[config.mk]
export PLATFORM = sky130hd
export DESIGN_NAME = apb_master_arbiter_flat
export DESIGN_NICKNAME = d
export VERILOG_FILES = /design/src/rtl/apb_master_arbiter_if.sv /design/src/rtl/apb_master_arbiter.sv /design/src/flat_wrapper.sv
export SDC_FILE = /design/constraint.sdc
export NUM_CORES = 1
export LEC_CHECK = 0
export CAP_MARGIN = 20
export CORE_MARGIN = 2
export CORE_UTILIZATION = 30
export CTS_BUF_LIST = sky130_fd_sc_hd__clkbuf_2
export DETAILED_ROUTE_END_ITERATION = 7
export HOLD_SLACK_MARGIN = 0.06
export PLACE_DENSITY_LB_ADDON = 0.05
export SLEW_MARGIN = 20
export SYNTH_ARGS = -nofsm -noshare
export SYNTH_HDL_FRONTEND = slang
export SYNTH_SLANG_ARGS = --single-unit
[constraint.sdc]
create_clock -name PCLK -period 1.5 [get_ports PCLK]
set_input_delay 0.15 -clock PCLK [delete_from_list [all_inputs] [get_ports PCLK]]
set_output_delay 0.15 -clock PCLK [all_outputs]
set_load 0.005 [all_outputs]
[src/rtl/apb_master_arbiter_if.sv]
// Bundle of the two requester ports and the shared APB3 bus.
// The arbiter connects through the master modport. The requesters and the
// APB slave connect through the slave modport.
interface apb_master_arbiter_if #(
  parameter int ADDR_W = 12,
  parameter int DATA_W = 32
);
  localparam int STRB_W = DATA_W / 8;

  // requester 0 (frame engine)
  logic              req0_valid;
  logic              req0_write;
  logic [ADDR_W-1:0] req0_addr;
  logic [DATA_W-1:0] req0_wdata;
  logic [STRB_W-1:0] req0_strb;
  logic              req0_done;
  logic [DATA_W-1:0] req0_rdata;
  logic              req0_err;

  // requester 1 (host/debug)
  logic              req1_valid;
  logic              req1_write;
  logic [ADDR_W-1:0] req1_addr;
  logic [DATA_W-1:0] req1_wdata;
  logic [STRB_W-1:0] req1_strb;
  logic              req1_done;
  logic [DATA_W-1:0] req1_rdata;
  logic              req1_err;

  // APB3
  logic [ADDR_W-1:0] PADDR;
  logic              PSEL;
  logic              PENABLE;
  logic              PWRITE;
  logic [DATA_W-1:0] PWDATA;
  logic [STRB_W-1:0] PSTRB;
  logic [DATA_W-1:0] PRDATA;
  logic              PREADY;
  logic              PSLVERR;

  modport master (
    input  req0_valid, req0_write, req0_addr, req0_wdata, req0_strb,
    input  req1_valid, req1_write, req1_addr, req1_wdata, req1_strb,
    output req0_done, req0_rdata, req0_err,
    output req1_done, req1_rdata, req1_err,
    output PADDR, PSEL, PENABLE, PWRITE, PWDATA, PSTRB,
    input  PRDATA, PREADY, PSLVERR
  );

  modport slave (
    output req0_valid, req0_write, req0_addr, req0_wdata, req0_strb,
    output req1_valid, req1_write, req1_addr, req1_wdata, req1_strb,
    input  req0_done, req0_rdata, req0_err,
    input  req1_done, req1_rdata, req1_err,
    input  PADDR, PSEL, PENABLE, PWRITE, PWDATA, PSTRB,
    output PRDATA, PREADY, PSLVERR
  );
endinterface

[src/rtl/apb_master_arbiter.sv]
// Two-requester round-robin APB3 master.
// Requester 0 is the Modbus frame engine and requester 1 is the host/debug port.
// The block runs IDLE -> SETUP -> ACCESS -> DONE. Every output is registered.
// After each completed access the winning requester gets a one-cycle done pulse.
// Optional build macro APB_ARB_TIMEOUT_EN adds an ACCESS-phase wait timeout.
// When a transfer times out, it is aborted with err=1 and rdata=0.
module apb_master_arbiter #(
  parameter int ADDR_W      = 12,
  parameter int DATA_W      = 32,
  parameter int TIMEOUT_CYC = 255
) (
  input  logic                 PCLK,
  input  logic                 PRESET,
  apb_master_arbiter_if.master bus
);
  localparam int STRB_W = DATA_W / 8;

  typedef enum logic [1:0] {IDLE, SETUP, ACCESS, DONE} state_t;

  // A timeout of zero cycles would abort every access before it starts.
  if (TIMEOUT_CYC < 1) begin : g_bad_timeout_cfg
    $error("apb_master_arbiter: TIMEOUT_CYC must be at least 1");
  end

  state_t                   state;
  logic                     gnt;         // requester owning the current transfer
  logic                     last_grant;  // loses the next tie
  logic [1:0]               vld;
  logic [1:0]               done_q;
  logic [1:0]               err_q;
  logic [1:0][DATA_W-1:0]   rdata_q;

  logic                     sel_nxt;
  logic                     nxt_write;
  logic [ADDR_W-1:0]        nxt_addr;
  logic [DATA_W-1:0]        nxt_wdata;
  logic [STRB_W-1:0]        nxt_strb;

`ifdef APB_ARB_TIMEOUT_EN
  localparam int CNT_W = ($clog2(TIMEOUT_CYC + 1) > 8) ? $clog2(TIMEOUT_CYC + 1) : 8;
  logic [CNT_W-1:0] wait_cnt;
`endif

  assign vld = {bus.req1_valid, bus.req0_valid};

  // Round-robin pick. Only the winner's request fields are ever forwarded.
  always_comb begin
    sel_nxt   = (vld == 2'b11) ? ~last_grant : vld[1];
    nxt_write = sel_nxt ? bus.req1_write : bus.req0_write;
    nxt_addr  = sel_nxt ? bus.req1_addr  : bus.req0_addr;
    nxt_wdata = sel_nxt ? bus.req1_wdata : bus.req0_wdata;
    nxt_strb  = sel_nxt ? bus.req1_strb  : bus.req0_strb;
  end

  // Transfer sequencer: grant, APB phases, response capture, done pulse.
  always_ff @(posedge PCLK) begin
    if (PRESET) begin
      state       <= IDLE;
      gnt         <= 1'b0;
      last_grant  <= 1'b1;
      done_q      <= '0;
      err_q       <= '0;
      rdata_q     <= '0;
      bus.PADDR   <= '0;
      bus.PSEL    <= 1'b0;
      bus.PENABLE <= 1'b0;
      bus.PWRITE  <= 1'b0;
      bus.PWDATA  <= '0;
      bus.PSTRB   <= '0;
`ifdef APB_ARB_TIMEOUT_EN
      wait_cnt    <= '0;
`endif
    end else begin
      done_q <= '0;
      case (state)
        IDLE: begin
          if (|vld) begin
            gnt        <= sel_nxt;
            last_grant <= sel_nxt;
            bus.PADDR  <= nxt_addr;
            bus.PWRITE <= nxt_write;
            bus.PWDATA <= nxt_wdata;
            bus.PSTRB  <= nxt_write ? nxt_strb : '0;
            bus.PSEL   <= 1'b1;
            state      <= SETUP;
          end
        end
        SETUP: begin
          bus.PENABLE <= 1'b1;
`ifdef APB_ARB_TIMEOUT_EN
          wait_cnt    <= '0;
`endif
          state       <= ACCESS;
        end
        ACCESS: begin
          // PREADY takes priority over a timeout in the same cycle.
          if (bus.PREADY) begin
            if (!bus.PWRITE) rdata_q[gnt] <= bus.PRDATA;
            err_q[gnt]  <= bus.PSLVERR;
            done_q[gnt] <= 1'b1;
            bus.PSEL    <= 1'b0;
            bus.PENABLE <= 1'b0;
            state       <= DONE;
          end
`ifdef APB_ARB_TIMEOUT_EN
          else if (wait_cnt == CNT_W'(TIMEOUT_CYC - 1)) begin
            rdata_q[gnt] <= '0;
            err_q[gnt]   <= 1'b1;
            done_q[gnt]  <= 1'b1;
            bus.PSEL     <= 1'b0;
            bus.PENABLE  <= 1'b0;
            state        <= DONE;
          end else begin
            wait_cnt <= wait_cnt + 1'b1;
          end
`endif
        end
        DONE: begin
          // Requester valid is ignored here so it can drop or refresh.
          state <= IDLE;
        end
        default: state <= IDLE;
      endcase
    end
  end

  assign bus.req0_done  = done_q[0];
  assign bus.req1_done  = done_q[1];
  assign bus.req0_rdata = rdata_q[0];
  assign bus.req1_rdata = rdata_q[1];
  assign bus.req0_err   = err_q[0];
  assign bus.req1_err   = err_q[1];

endmodule

[src/flat_wrapper.sv]
// flat-port wrapper written by rule: the top's interface ports become plain ports
module apb_master_arbiter_flat 
#(
  parameter int ADDR_W      = 12,
  parameter int DATA_W      = 32,
  parameter int TIMEOUT_CYC = 255
)
  (PCLK, PRESET, bus_req0_valid, bus_req0_write, bus_req0_addr, bus_req0_wdata, bus_req0_strb, bus_req1_valid, bus_req1_write, bus_req1_addr, bus_req1_wdata, bus_req1_strb, bus_req0_done, bus_req0_rdata, bus_req0_err, bus_req1_done, bus_req1_rdata, bus_req1_err, bus_PADDR, bus_PSEL, bus_PENABLE, bus_PWRITE, bus_PWDATA, bus_PSTRB, bus_PRDATA, bus_PREADY, bus_PSLVERR);
  apb_master_arbiter_if #(.ADDR_W(ADDR_W), .DATA_W(DATA_W)) bus_i ();
  input  logic PCLK;
  input  logic PRESET;
  input wire logic [$bits(bus_i.req0_valid)-1:0] bus_req0_valid;
  input wire logic [$bits(bus_i.req0_write)-1:0] bus_req0_write;
  input wire logic [$bits(bus_i.req0_addr)-1:0] bus_req0_addr;
  input wire logic [$bits(bus_i.req0_wdata)-1:0] bus_req0_wdata;
  input wire logic [$bits(bus_i.req0_strb)-1:0] bus_req0_strb;
  input wire logic [$bits(bus_i.req1_valid)-1:0] bus_req1_valid;
  input wire logic [$bits(bus_i.req1_write)-1:0] bus_req1_write;
  input wire logic [$bits(bus_i.req1_addr)-1:0] bus_req1_addr;
  input wire logic [$bits(bus_i.req1_wdata)-1:0] bus_req1_wdata;
  input wire logic [$bits(bus_i.req1_strb)-1:0] bus_req1_strb;
  output wire logic [$bits(bus_i.req0_done)-1:0] bus_req0_done;
  output wire logic [$bits(bus_i.req0_rdata)-1:0] bus_req0_rdata;
  output wire logic [$bits(bus_i.req0_err)-1:0] bus_req0_err;
  output wire logic [$bits(bus_i.req1_done)-1:0] bus_req1_done;
  output wire logic [$bits(bus_i.req1_rdata)-1:0] bus_req1_rdata;
  output wire logic [$bits(bus_i.req1_err)-1:0] bus_req1_err;
  output wire logic [$bits(bus_i.PADDR)-1:0] bus_PADDR;
  output wire logic [$bits(bus_i.PSEL)-1:0] bus_PSEL;
  output wire logic [$bits(bus_i.PENABLE)-1:0] bus_PENABLE;
  output wire logic [$bits(bus_i.PWRITE)-1:0] bus_PWRITE;
  output wire logic [$bits(bus_i.PWDATA)-1:0] bus_PWDATA;
  output wire logic [$bits(bus_i.PSTRB)-1:0] bus_PSTRB;
  input wire logic [$bits(bus_i.PRDATA)-1:0] bus_PRDATA;
  input wire logic [$bits(bus_i.PREADY)-1:0] bus_PREADY;
  input wire logic [$bits(bus_i.PSLVERR)-1:0] bus_PSLVERR;
  assign bus_i.req0_valid = bus_req0_valid;
  assign bus_i.req0_write = bus_req0_write;
  assign bus_i.req0_addr = bus_req0_addr;
  assign bus_i.req0_wdata = bus_req0_wdata;
  assign bus_i.req0_strb = bus_req0_strb;
  assign bus_i.req1_valid = bus_req1_valid;
  assign bus_i.req1_write = bus_req1_write;
  assign bus_i.req1_addr = bus_req1_addr;
  assign bus_i.req1_wdata = bus_req1_wdata;
  assign bus_i.req1_strb = bus_req1_strb;
  assign bus_req0_done = bus_i.req0_done;
  assign bus_req0_rdata = bus_i.req0_rdata;
  assign bus_req0_err = bus_i.req0_err;
  assign bus_req1_done = bus_i.req1_done;
  assign bus_req1_rdata = bus_i.req1_rdata;
  assign bus_req1_err = bus_i.req1_err;
  assign bus_PADDR = bus_i.PADDR;
  assign bus_PSEL = bus_i.PSEL;
  assign bus_PENABLE = bus_i.PENABLE;
  assign bus_PWRITE = bus_i.PWRITE;
  assign bus_PWDATA = bus_i.PWDATA;
  assign bus_PSTRB = bus_i.PSTRB;
  assign bus_i.PRDATA = bus_PRDATA;
  assign bus_i.PREADY = bus_PREADY;
  assign bus_i.PSLVERR = bus_PSLVERR;
  apb_master_arbiter #(.ADDR_W(ADDR_W), .DATA_W(DATA_W), .TIMEOUT_CYC(TIMEOUT_CYC)) u_core (.PCLK(PCLK), .PRESET(PRESET), .bus(bus_i));
endmodule
==> results of run 1 <==
[timing repair]
item / CTS / global route
gates resized for setup: 443 / 68
hold endpoints to repair: 110 / 2
setup buffers: 12 / 7
gates cloned: 2 / 2
endpoints found under the setup margin: 164 / 161
pin swaps: 3 / 6
hold buffers: 91 / 1
[layout by cell type (no fill, tap or decap), drive strengths merged, types with 2 or more instances in the layout]
| master | netlist | layout |
|---|---|---|
| buf | 28 | 85 |
| ha | 5 | 5 |
| dfxtp | 123 | 123 |
| clkdlybuf4s15 | 0 | 50 |
| nor2b | 2 | 2 |
| inv | 3 | 5 |
| nor3 | 2 | 2 |
| nor3b | 2 | 2 |
| clkdlybuf4s50 | 0 | 134 |
| mux2i | 50 | 50 |
| nor2 | 53 | 53 |
| nand3b | 5 | 5 |
| dlygate4sd3 | 0 | 92 |
| a211oi | 46 | 46 |
| clkinvlp | 0 | 5 |
| a21oi | 68 | 68 |
| nand2 | 132 | 132 |
| clkinv | 0 | 6 |
| o21ai | 7 | 7 |
| clkbuf | 17 | 46 |
| a22oi | 2 | 2 |
[worst register-to-register path, cell delays in order, from the launching register on]
cell,delay (ns)
dfxtp_2,0.37
inv_4,0.07
ha_4,0.14
nand2_2,0.05
buf_6,0.11
buf_4,0.13
nor3_4,0.14
buf_12,0.22
nand2_1,0.08
a21oi_1,0.16
[path summary, 6_finish.rpt]
path / to / startpoint / slack, ns / depth (start not counted)
setup reg to reg: u_core.bus.req0_rdata[18] / u_core.state[0] / -0.03 / 9
setup / recovery: u_core.bus.req0_rdata[18] / u_core.state[0] / -0.03 / 9
hold reg to reg: u_core.bus.req1_rdata[12] / u_core.bus.req1_rdata[12] / 0.46 / 2
hold / removal: u_core.bus.PSTRB[0] / bus_req0_strb[0] / 0.15 / 3
[per-stage QoR]
step                util, %  TNS [ns]  power, mW  cells
CTS                    56.0    -0.778       10.4   1143
floorplan                 -         0       6.16    555
global route           55.6     -4.60       11.1   1152
finish                 55.6   -0.0508       10.4   1152
global placement       47.5    -10.10       8.19   1007
detailed placement     47.5    -12.96       8.28   1007
[final cells by class]
cell class	count	share of cell area (%)
Antenna cell	1	0.0274
Clock buffer	17	0.930
Clock inverter	14	1.37
Inverter	3	0.150
Multi-Input combinational cell	384	26.0
Sequential cell	123	28.6
Tap cell	220	3.01
Timing Repair Buffer	390	39.9
[where the power goes]
group / switching [mW] / total (mW) / internal [mW] / leakage, nW
Sequential: 0.360 / 4.41 / 4.06 / 1.06
Combinational: 1.90 / 4.11 / 2.21 / 2.46
Clock: 1.33 / 1.92 / 0.588 / 0.116
Total: 3.59 / 10.4 / 6.86 / 3.63
[registers in the layout, indices dropped and copies added, names as in the netlist]
signal and flops:
u_core.bus.PWDATA 32, u_core.bus.PADDR 12, u_core.bus.PSEL 1, u_core.bus.PSTRB 4, u_core.gnt 1, u_core.bus.PENABLE 1
u_core.last_grant 1, u_core.err_q 2, u_core.state 2, u_core.bus.req1_rdata 32, u_core.bus.PWRITE 1, u_core.done_q 2
u_core.bus.req0_rdata 32
[layer usage]
| metal | global-route usage, % | up-vias |
|---|---|---|
| met3 | 5.67 | 33 |
| li1 | - | 2625 |
| met4 | 8.75 | 0 |
| met1 | 20.8 | 2511 |
| met2 | 33.3 | 162 |
| met5 | 0 | - |
[cell families after synthesis]
kind of cell               after synthesis  synth area share [%]
and+or+nand+nor                        201                  16.5
AOI/OAI and AO/OA                      128                  16.9
DFF                                    123                  49.2
muxes                                   50                  10.0
buffers and inverters                   48                  6.15
adders and majority gates                5                  1.25
==> metrics.md, run 1 <==
| Metric | Value |
|---|---|
| Core area | 0.0165 sq mm |
| Sequential-to-total area share from yosys stat | 49.2% |
| Slowest cell on crit path | dfxtp_2 |
| Crit path required time | 2.11 ns |
| Final min period | 1.53 ns |
| GRT overflow | 0 |
| Worst Clk Skew | 0.0283 ns |
| CP Max Fanout | 32 |
| Clk buf depth | 2 |
| PwrDens | 1140 mW/mm^2 |
| Failing checks | setup timing |
| PortBufs | 254 |
| Largest net degree at the start of global routing | 64 |
| Most common cell in the netlist | nand2_1 |
| Clock sink count | 123 |
| Vias per cell | 4.63 |
| First-pass GRT wire length | 26,200 um |
| Critical path class | flop to flop |
| Post-synthesis cell count | 555 |
| Worst-path cell chain | inv_4 > ha_4 > nand2_2 > buf_6 > buf_4 > nor3_4 > buf_12 > nand2_1 > a21oi_1 |
| Detailed-route wire length | 17,200 um |
| FF+latch area | 0.00262 sq mm |
| Layout cells sized above 1 | 34.5% |
| Post-DP Area | 0.00783 sq mm |
| Antenna Nets Post-Route | 0 |
| # fillers | 1,490 |
| M1 WL | 7010 um |
| Buffers & Inverters on Critical Path | 4 |
| Slew HR | 59.1% |
| CTS HTree Levels | 4 |
| Area of the multi-input gates | 0.00237 sq mm |
| Worst Tran Pin Value | 0.614 ns |
| Cell area after synthesis | 0.00500 sq mm |
| CTS buffer count | 17 |
| Synth area leader | dfxtp_1 |
| Initial Utilization | 30.4% |
| Final Cell Area | 0.00915 sq mm |
| Hold slack | 0.146 ns |
| RePlAce Congestion | 0.748 |
| HPWL Detailed | 11,000 um |
| Syn_nets | 696 |
| Final setup fails | 4 |
| Outcome | finished with violations |
| Pre-CTS setup slack | -0.253 ns |
| Horiz. Die Dim | 133 um |
| FF+latch count, synth | 123 |
| Detailed Route Iter0 Violations | 228 |
| CP top delay family | buffers and inverters |
| Synth cell types | 35 |
| Synth top cells by count | 132 x nand2_1, 123 x dfxtp_1, 68 x a21oi_1 |
| Yosys warns | 0 |
| TritonCTS clock tree | built |
| Highest Signal Layer | met4 |
| Avg Inst Size Synth | 9.02 sq um |
| Endpoint type of the worst setup path | flop |
| Startpoint Class | flop |
| RSZ-0062 raised after global routing | yes |
| Worst skew pair latency | 0.68 ns |
| Vias | 5,331 |
| Synth top area cells | dfxtp_1 49%, mux2i_1 10%, nand2_1 9.9%, a21oi_1 6.8%, a211oi_1 5.4% |
| Pre-antenna DRT Iters | 4 |
| Layout Nets | 1,060 |
| Layout area overhead | 82.8% |
| Top achievable clock speed | 0.652 GHz |
| Slew Viols, Final | 0 |
| Ys flop type | dfxtp_1 |
| HP Class | primary input to flop |
| PnR worst setup slack | -0.0349 ns |
| Peak VDD IR | 0.000589 V |
| Die Height | 133 um |
| Met2 Wirelength | 8620 um |
| WL per Instance | 14.9 um |
| Max cap viols | 0 |
| Root buf cell | clkbuf_2 |
| Gr usage total | 18.8% |
| Die area | 0.0177 sq mm |
| Max incr delay on CP | 0.37 ns |
| Post-synth top area share | 49.2% |
| CP arrival | 2.14 ns |
| Vias in the first global route | 5,211 |
| Row count | 47 |
| EDFF count, synth | 0 |
| # DRC | 0 |
| I/O pin cnt | 255 |
| Fraction of registers with async set/reset | 0% |
| Hold Vio Cnt, Final | 0 |
| Initial antenna violation count | 1 |
| Clock slew at reported path FFs | 0.20 ns |
| LEAKAGE | 3.63 nW |
| Met3 Routed Length | 1070 um |
| Final period utilization | 102% |
No activity file was read; power rests on OpenSTA's default activity.
==> run 2, diff against run 1 <==
Settings changed: CAP_MARGIN 20 to 0, CORE_UTILIZATION 30 to 25.
==> metrics.md, run 2 (synthesis results as in run 1) <==
| Metric | Value |
|---|---|
| Top achievable clock speed | 0.648 GHz |
| Highest Signal Layer | met4 |
| Die Height | 145 um |
| Hold Vio Cnt, Final | 0 |
| Final design utilization | 49.4% |
| Detailed Route Iter0 Violations | 172 |
| Commonest non-fill, non-tap cell in the layout | clkdlybuf4s50_1 |
| Final min period | 1.54 ns |
| Startpoint Class | flop |
| CP top delay family | buffers and inverters |
| Antenna Nets Post-Route | 0 |
| Pre-antenna DRT Iters | 4 |
| Met2 Wirelength | 9420 um |
| PortBufs | 254 |
| Layout cells sized above 1 | 42.9% |
| # DRC | 0 |
| Initial antenna violation count | 1 |
| RePlAce Congestion | 0.757 |
| TritonCTS clock tree | built |
| Largest net degree at the start of global routing | 59 |
| Outcome | finished with violations |
| Most frequent cells in the layout | 134 x clkdlybuf4s50_1, 119 x dfxtp_2, 112 x dlygate4sd3_1 |
| Row count | 51 |
| Worst-path cell chain | inv_4 > ha_4 > nand2_4 > buf_6 > nor3_4 > buf_12 > clkbuf_16 > nand2_4 > a21oi_2 |
| Clk buf depth | 2 |
| Met3 Routed Length | 966 um |
| Endpoint type of the worst setup path | flop |
| Worst Tran Pin Value | 0.510 ns |
| Clock slew at reported path FFs | 0.19 ns |
| I/O pin cnt | 255 |
| Die area | 0.0212 sq mm |
| Hold slack | 0.140 ns |
| FF+latch area | 0.00262 sq mm |
| Final period utilization | 103% |
| Slowest cell on crit path | dfxtp_2 |
| LEAKAGE | 4.00 nW |
| CP arrival | 2.17 ns |
| Gr usage total | 16.8% |
| PwrDens | 1200 mW/mm^2 |
| CTS HTree Levels | 4 |
| Vias per cell | 4.43 |
| Critical path's most frequent cell | nand2_4 |
| Horiz. Die Dim | 145 um |
| Layout Nets | 1,089 |
| WL per Instance | 15.2 um |
| Critical path class | flop to flop |
| Non-filler instance count after layout | 1,227 |
| GRT overflow | 0 |
| # fillers | 1,877 |
| Total power | 11.5 mW |
| Clock sink count | 123 |
| Final setup fails | 17 |
| Slew HR | 65.6% |
| Worst skew pair latency | 0.71 ns |
| First-pass GRT wire length | 28,400 um |
| Critical Path Stages | 9 |
| Slew Viols, Final | 0 |
| M1 WL | 7980 um |
| Detailed-route wire length | 18,700 um |
| CP Max Fanout | 8 |
| Vias in the first global route | 5,564 |
| HPWL Detailed | 11,900 um |
| Dpl cells | 1,057 |
| Max cap viols | 0 |
| HP Class | primary input to flop |
| Root buf cell | clkbuf_2 |
| Reg2reg path depth | 9 |
| Core area | 0.0195 sq mm |
| Failing checks | setup timing |
| PnR worst setup slack | -0.0435 ns |
| Peak VDD IR | 0.000545 V |
| Crit path required time | 2.13 ns |
| Post-DP Area | 0.00794 sq mm |
| Initial Utilization | 25.6% |
| Hold Path Stages | 3 |
| Vias | 5,436 |
| Area of the multi-input gates | 0.00258 sq mm |
| Max incr delay on CP | 0.37 ns |
| Buffers & Inverters on Critical Path | 4 |
| Layout area overhead | 92.9% |
| Worst Clk Skew | 0.0429 ns |
| RSZ-0062 raised after global routing | yes |
| CTS buffer count | 17 |
| Final Cell Area | 0.00965 sq mm |
## run 2: changes by cell type in the layout (fill, tap and decap cells not counted), sizes merged, moves of 3 or more
cell | previous run | this run
clkdlybuf4s15 | 50 | 0
clkbuf | 46 | 49
dlygate4sd3 | 92 | 112
inv | 5 | 9
clkinv | 6 | 3
buf | 85 | 141
## run 2: where the power goes
group | total (mW) | internal [mW] | leakage, nW | switching [mW]
logic | 4.75 | 2.58 | 2.79 | 2.16
registers | 4.43 | 4.06 | 1.06 | 0.369
clock network | 2.37 | 0.960 | 0.150 | 1.41
## run 2: layer usage
| metal | track usage [%] | vias to the layer above |
|---|---|---|
| met2 | 30.1 | 156 |
| met1 | 18.9 | 2567 |
| met5 | 0 | - |
| met4 | 5.78 | 0 |
| li1 | - | 2689 |
| met3 | 5.24 | 24 |
## run 2: final timing paths
path / start / to / slack [ns]
worst max-delay path: u_core.state[0] / u_core.bus.req0_rdata[9] / -0.04
worst min-delay path: bus_req0_strb[2] / u_core.bus.PSTRB[2] / 0.14
worst max register to register: u_core.state[0] / u_core.bus.req0_rdata[9] / -0.04
worst min register to register: u_core.bus.req1_rdata[10] / u_core.bus.req1_rdata[10] / 0.46
## run 2: metrics by stage
step | setup slack, ns | setup TNS, ns
3_5_place_dp | -0.211 | -12.56
6_report | -0.0435 | -0.269
2_1_floorplan | 0.0182 | 0
5_1_grt | -0.0828 | -3.58
3_3_place_gp | -0.186 | -9.68
4_1_cts | -0.0146 | -0.0739
## run 2: final cells by class
cell class,instances,share of cell area (%)
inverter,3,0.143
sequential,123,27.1
timing repair buffer,419,39.7
multi-input combinational,384,26.7
tap,265,3.43
clock inverter,15,1.93
clock buffer,17,0.881
antenna,1,0.0259
## run 2: worst reg2reg max path, delay by kind of cell, from the launching register on
family                     cells  cell delay (ns)
buffers and inverters          4             0.54
DFF                            1             0.37
and+or+nand+nor                3             0.31
adders and majority gates      1             0.15
AOI/OAI and AO/OA              1             0.13
## run 2: repair_timing
item / 4_1_cts / 5_1_grt
hold endpoints to repair: 118 / 8
hold buffers: 99 / 13
cloned: 2 / 7
pin swaps: 0 / 28
gates resized for setup: 540 / 128
buffers inserted: 6 / 10
setup endpoints to repair: 189 / 154
